==> src/rtl/btb_pkg.sv <==
// Shared widths, update record and controller state encoding for the BTB update path.
package btb_pkg;

  localparam int unsigned IDX_W = 3;
  localparam int unsigned TAG_W = 27;
  localparam int unsigned TGT_W = 32;

  typedef logic way_t;

  typedef struct packed {
    logic [IDX_W-1:0] index;
    logic [TAG_W-1:0] tag;
    logic [TGT_W-1:0] target;
    logic             taken;
  } btb_upd_t;

  typedef enum logic [1:0] {
    StIdle,
    StRd,
    StCmp,
    StWr
  } ctrl_state_e;

endpackage

==> src/rtl/btb_upd_fifo.sv <==
// Small synchronous FIFO of pending BTB updates; Depth must be a power of two (>= 2).
module btb_upd_fifo
  import btb_pkg::*;
#(
  parameter int unsigned Depth = 2
) (
  input  logic     clk,
  input  logic     rst_n,
  input  logic     clr,
  input  logic     push,
  input  btb_upd_t wdata,
  input  logic     pop,
  output btb_upd_t rdata,
  output logic     full,
  output logic     empty,
  output logic     single
);

  localparam int unsigned AddrW = $clog2(Depth);
  localparam int unsigned PtrW  = AddrW + 1;

  btb_upd_t        mem_q [Depth];
  logic [PtrW-1:0] wptr_q, rptr_q;
  logic [PtrW-1:0] count;

  always_ff @(posedge clk or negedge rst_n) begin
    if (!rst_n) begin
      wptr_q <= '0;
      rptr_q <= '0;
    end else if (clr) begin
      wptr_q <= '0;
      rptr_q <= '0;
    end else begin
      if (push) wptr_q <= wptr_q + PtrW'(1);
      if (pop)  rptr_q <= rptr_q + PtrW'(1);
    end
  end

  always_ff @(posedge clk) begin
    if (push && !clr) mem_q[wptr_q[AddrW-1:0]] <= wdata;
  end

  // Extra pointer bit distinguishes full from empty when the address bits match.
  assign count  = wptr_q - rptr_q;
  assign empty  = (wptr_q == rptr_q);
  assign full   = (wptr_q[AddrW-1:0] == rptr_q[AddrW-1:0]) && (wptr_q[AddrW] != rptr_q[AddrW]);
  assign single = (count == PtrW'(1));
  assign rdata  = mem_q[rptr_q[AddrW-1:0]];

endmodule

==> src/rtl/btb_update_ctrl.sv <==
// Sequences EX branch-resolution updates into the 2-way BTB: read tags, pick a way, then write
// on the shared port, yielding to IF lookups until the starvation guard forces the write.
module btb_update_ctrl
  import btb_pkg::*;
#(
  parameter int unsigned QDEPTH    = 2,
  parameter int unsigned STALL_MAX = 4
) (
  input  logic             clk,
  input  logic             rst_n,
  input  logic             upd_valid,
  output logic             upd_ready,
  input  logic [IDX_W-1:0] upd_index,
  input  logic [TAG_W-1:0] upd_tag,
  input  logic [TGT_W-1:0] upd_target,
  input  logic             upd_taken,
  input  logic             flush,
  input  logic             if_read_active,
  output logic             tag_rd_en,
  output logic [IDX_W-1:0] tag_rd_index,
  input  logic             way0_valid,
  input  logic [TAG_W-1:0] way0_tag,
  input  logic             way1_valid,
  input  logic [TAG_W-1:0] way1_tag,
  input  logic             lru_bit,
  output logic             wr_en,
  output logic [IDX_W-1:0] wr_index,
  output logic             wr_way,
  output logic             wr_valid,
  output logic [TAG_W-1:0] wr_tag,
  output logic [TGT_W-1:0] wr_target,
  output logic             lru_touch,
  output logic             lru_touch_way,
  output logic             if_hold,
  output logic             busy
);

  localparam int unsigned        StallW   = $clog2(STALL_MAX + 1);
  localparam logic [StallW-1:0] StallMax = StallW'(STALL_MAX);

  ctrl_state_e       state_q, state_d;
  logic [StallW-1:0] stall_q, stall_d;
  way_t              lru_q, lru_d;
  way_t              way_q, way_d;
  logic              wvalid_q, wvalid_d;

  btb_upd_t in_upd, head;
  logic     full, empty, single;
  logic     push, pop;
  logic     hit0, hit1, forced, issue, more;

  // A full FIFO refuses new work even when the head pops in the same cycle.
  assign upd_ready = !full;
  assign push      = upd_valid && !full && !flush;
  assign in_upd    = '{index: upd_index, tag: upd_tag, target: upd_target, taken: upd_taken};
  assign busy      = (state_q != StIdle) || !empty;

  btb_upd_fifo #(
    .Depth(QDEPTH)
  ) u_fifo (
    .clk   (clk),
    .rst_n (rst_n),
    .clr   (flush),
    .push  (push),
    .wdata (in_upd),
    .pop   (pop),
    .rdata (head),
    .full  (full),
    .empty (empty),
    .single(single)
  );

  assign hit0   = way0_valid && (way0_tag == head.tag);
  assign hit1   = way1_valid && (way1_tag == head.tag);
  assign forced = (stall_q == StallMax);
  assign issue  = (state_q == StWr) && (!if_read_active || forced) && !flush;
  // Work remains after popping the head if another entry is queued or one arrives now.
  assign more   = !single || push;

  always_comb begin
    state_d       = state_q;
    stall_d       = stall_q;
    lru_d         = lru_q;
    way_d         = way_q;
    wvalid_d      = wvalid_q;
    pop           = 1'b0;
    tag_rd_en     = 1'b0;
    tag_rd_index  = '0;
    wr_en         = 1'b0;
    wr_index      = '0;
    wr_way        = 1'b0;
    wr_valid      = 1'b0;
    wr_tag        = '0;
    wr_target     = '0;
    lru_touch     = 1'b0;
    lru_touch_way = 1'b0;
    if_hold       = 1'b0;

    unique case (state_q)
      StIdle: begin
        if (!empty || push) state_d = StRd;
      end
      StRd: begin
        tag_rd_en    = 1'b1;
        tag_rd_index = head.index;
        lru_d        = lru_bit;
        state_d      = StCmp;
      end
      StCmp: begin
        state_d = StWr;
        if (head.taken) begin
          wvalid_d = 1'b1;
          if (hit0)             way_d = 1'b0;
          else if (hit1)        way_d = 1'b1;
          else if (!way0_valid) way_d = 1'b0;
          else if (!way1_valid) way_d = 1'b1;
          else                  way_d = ~lru_q;
        end else if (hit0 || hit1) begin
          wvalid_d = 1'b0;
          way_d    = hit0 ? 1'b0 : 1'b1;
        end else begin
          pop     = 1'b1;
          state_d = more ? StRd : StIdle;
        end
      end
      StWr: begin
        if (issue) begin
          wr_en         = 1'b1;
          wr_index      = head.index;
          wr_way        = way_q;
          wr_valid      = wvalid_q;
          wr_tag        = head.tag;
          wr_target     = head.target;
          lru_touch     = wvalid_q;
          lru_touch_way = way_q;
          if_hold       = if_read_active && forced;
          pop           = 1'b1;
          stall_d       = '0;
          state_d       = more ? StRd : StIdle;
        end else if (!forced) begin
          stall_d = stall_q + StallW'(1);
        end
      end
      default: state_d = StIdle;
    endcase

    if (flush) begin
      state_d   = StIdle;
      stall_d   = '0;
      pop       = 1'b0;
      tag_rd_en = 1'b0;
    end
  end

  always_ff @(posedge clk or negedge rst_n) begin
    if (!rst_n) begin
      state_q  <= StIdle;
      stall_q  <= '0;
      lru_q    <= 1'b0;
      way_q    <= 1'b0;
      wvalid_q <= 1'b0;
    end else begin
      state_q  <= state_d;
      stall_q  <= stall_d;
      lru_q    <= lru_d;
      way_q    <= way_d;
      wvalid_q <= wvalid_d;
    end
  end

endmodule
==> config.mk <==
export PLATFORM = sky130hd
export DESIGN_NAME = btb_update_ctrl
export DESIGN_NICKNAME = d
export VERILOG_FILES = /design/src/rtl/btb_pkg.sv /design/src/rtl/btb_upd_fifo.sv /design/src/rtl/btb_update_ctrl.sv
export SDC_FILE = /design/constraint.sdc
export NUM_CORES = 1
export LEC_CHECK = 0
export CAP_MARGIN = 20
export CORE_ASPECT_RATIO = 0.6
export CORE_MARGIN = 5
export CORE_UTILIZATION = 49
export CTS_BUF_LIST = sky130_fd_sc_hd__clkbuf_4
export CTS_CLUSTER_DIAMETER = 60
export DETAILED_ROUTE_END_ITERATION = 10
export PLACE_DENSITY = 0.8
export SYNTH_ARGS = -nofsm -noshare
export SYNTH_HDL_FRONTEND = slang
export SYNTH_HIERARCHICAL = 1
export SYNTH_SLANG_ARGS = --single-unit
==> constraint.sdc <==
create_clock -name clk -period 9.3 [get_ports clk]
set_clock_uncertainty 0.1 [all_clocks]
set_input_delay 2.325 -clock clk [delete_from_list [all_inputs] [get_ports clk]]
set_output_delay 2.325 -clock clk [all_outputs]
set_load 0.1 [all_outputs]
==> results.tsv <==
metric	value	unit
die_x	158	µm
ys_async_sr_fraction	8.70	%
crit_family	buffers and inverters	
syn_area	6440	µm²
yosysTopAreaCell	edfxtp_1	
critPathMostFrequentCell	clkdlybuf4s50_1	
worstPathBufferInverterCount	4	
slew_violations	0	
p_per_area	140	nW/µm²
drt_wl_total	16200	µm
grt_max_degree	60	
die_h	98.8	µm
initialDrtViolationCount	237	
syn_inst	438	
syn_area_per_cell	14.7	µm²
synth_compound_area_share	3.07	%
synth-xor-area-share	7.35	%
final_nets	769	
final_util	68.6	%
worstPathMaxFanout	45	
ant_nets	0	
ir_drop	0.0000582	V
cpPeakStageDelay	1.16	ns
cap_violations	0	
postCtsHoldBufs	0	
status	complete, no violations	
vias	4195	
cts.path.max_buffers	2	
critPathArrivalTime	5.52	ns
setup_viol	0	
cts_resized	0	
vias_per_cell	5.10	
postCtsSetupRepairBufs	0	
worst-setup-path-type	in -> out	
die-area	15600	µm²
place.gp.congestion	0.912	
clkTransAtPathRegs	0.11	ns
grt_pass1_wl	25100	µm
rsz0062_at_grt	no	
startpoint_type	input port	
max_slew_margin	32.9	%
cts_tree	built	
end_kind	primary output	
synth_top_family_by_area	simple AND/OR/NAND/NOR gates	
synth.distinct_cells	45	
syn_nets	566	
max_freq	126	MHz
switchingPower	302	µW
clock-sinks	138	
io_buffers	198	
clock_power_share	29.1	%
crit_chain	clkdlybuf4s50_1 > inv_1 > nand2_1 > nor2_4 > buf_4 > and2_1 > clkdlybuf4s50_1	
combPwrFrac	14.2	%
grt.overflow.total	0	
p_sw_share	24.4	%
firstDrtPassIters	5	
pin_count	199	
drt-wirelength-per-cell	19.7	µm
met1_usage	29.2	%
htreeDepth	4	
fin_crit	7.94	ns
drive_gt1_share	17.5	%
layout_commonest_cell	clkdlybuf4s50_1	
setup-tns-final	0	ns
synth_edf_count	126	
netlist_top_cells_area	edfxtp_1, mux2_2, and2_1	
p_int	936	µW
final_cell_mix	clkdlybuf4s50_1, edfxtp_1, and2_1, mux2_2, xnor2_1	
yosys_warnings	6	
synthAdderAreaFrac	0.583	%
p_leak	2.96	nW
ys_seq_area_share	63.4	%
synthFlopType	edfxtp_1	
antenna_found_initial	0	
core	12900	µm²
grtUsageTotal	21.4	%
rows	32	
critPathRequiredTime	6.88	ns
period_share	85.4	%
cts_made_buffers	17	
use_met2	33.5	%
hold_ws	0.430	ns
hold_path_class	reg -> reg	
yosysTopAreaCellShare	58.8	%
ctsRootBufferMaster	clkbuf_4	
grt_pass1_vias	4567	
drcViolationCount	0	
worst_pin_slew	1.00	ns
grt_util_met3	6.58	%
syn2layout_area_growth	37.0	%
dpl.hpwl	12400	µm
top_usage_layer	met2	
worstSkewPairLatency	0.51	ns
synth_mux_area_share	11.4	%
hold_viol	0	
synthSimpleGateAreaFrac	11.8	%
start_util	50.1	%
synth_seq_cells	138	
pwr-share-seq	56.7	%
critPathSlowestCell	clkdlybuf4s50_1	
## metal layers
metal	wire [µm]	vias up
li1	-	1992
met1	6990	2002
met2	7400	189
met3	1690	12
met4	147	0
met5	0	-
## synthesized netlist by cell type, drive strengths merged (3+ instances only)
cell,n
a21oi,7
and2,67
buf,11
clkbuf,8
dfrtp,12
edfxtp,126
ha,3
inv,7
mux2,65
nand2,12
nand3,3
nand4,12
nor2,13
nor2b,4
nor3,3
nor4,4
xnor2,42
xor2,12
## worst register-to-register path: stages (launching register included)
cell and delay, ns:
dfrtp_2 0.75, buf_4 0.61, mux2_2 0.48, xnor2_1 0.25, nand4_1 0.21, nor4_1 0.35
nand4_1 0.33, a31o_1 0.37, a21bo_2 0.22, a21oi_1 0.12
## through the flow
step | total power, mW | area (µm²) | worst slack, ns | cells
global placement | 0.888 | 8560 | 1.42 | 792
floorplan | 0.808 | 6440 | 1.24 | 438
finish | 1.24 | 8820 | 1.36 | 823
CTS | 1.25 | 8820 | 1.32 | 822
global route | 1.30 | 8820 | 1.14 | 822
detailed placement | 0.893 | 8560 | 1.33 | 792
## cell families after synthesis
family | Yosys count
xor+xnor | 54
mux | 65
buf+inv | 26
simple gates | 130
flops | 138
compound gates | 22
fa+ha+maj | 3
## worst paths after layout
path / from / end / slack, ns / cells past startpoint
worst max register to register: u_fifo/rptr_q[0] / u_fifo/rptr_q[1] / 5.42 / 9
min in group asynchronous: rst_n / stall_q[2] / 2.08 / 1
worst max-delay path: flush / wr_target[22] / 1.36 / 7
worst min register to register: lru_q / lru_q / 0.43 / 1
max in group asynchronous: rst_n / u_fifo/rptr_q[0] / 6.58 / 1
worst min-delay path: lru_q / lru_q / 0.43 / 1
## registers in the layout (all words and copies together), names as in the netlist
register       count
lru_q              1
stall_q            3
state_q            2
u_fifo/mem_q     126
u_fifo/rptr_q      2
u_fifo/wptr_q      2
way_q              1
wvalid_q           1
## power groups by stage
| stage | logic, mW | clock network, mW | registers, mW |
|---|---|---|---|
| floorplan | 0.0945 | 0 | 0.714 |
| global placement | 0.172 | 0 | 0.715 |
| detailed placement | 0.176 | 0 | 0.716 |
| CTS | 0.177 | 0.373 | 0.702 |
| global route | 0.187 | 0.406 | 0.704 |
| finish | 0.176 | 0.360 | 0.702 |
## layout make-up
type | count | area [µm²]
multi-input combinational | 274 | 2220
sequential | 138 | 4090
clock buffer | 17 | 128
inverter | 7 | 26.3
clock inverter | 13 | 129
timing repair buffer | 203 | 2020
tap | 170 | 213
antenna | 1 | 2.50
fill | 919 | 4030
(Power assumes the default switching activity.)
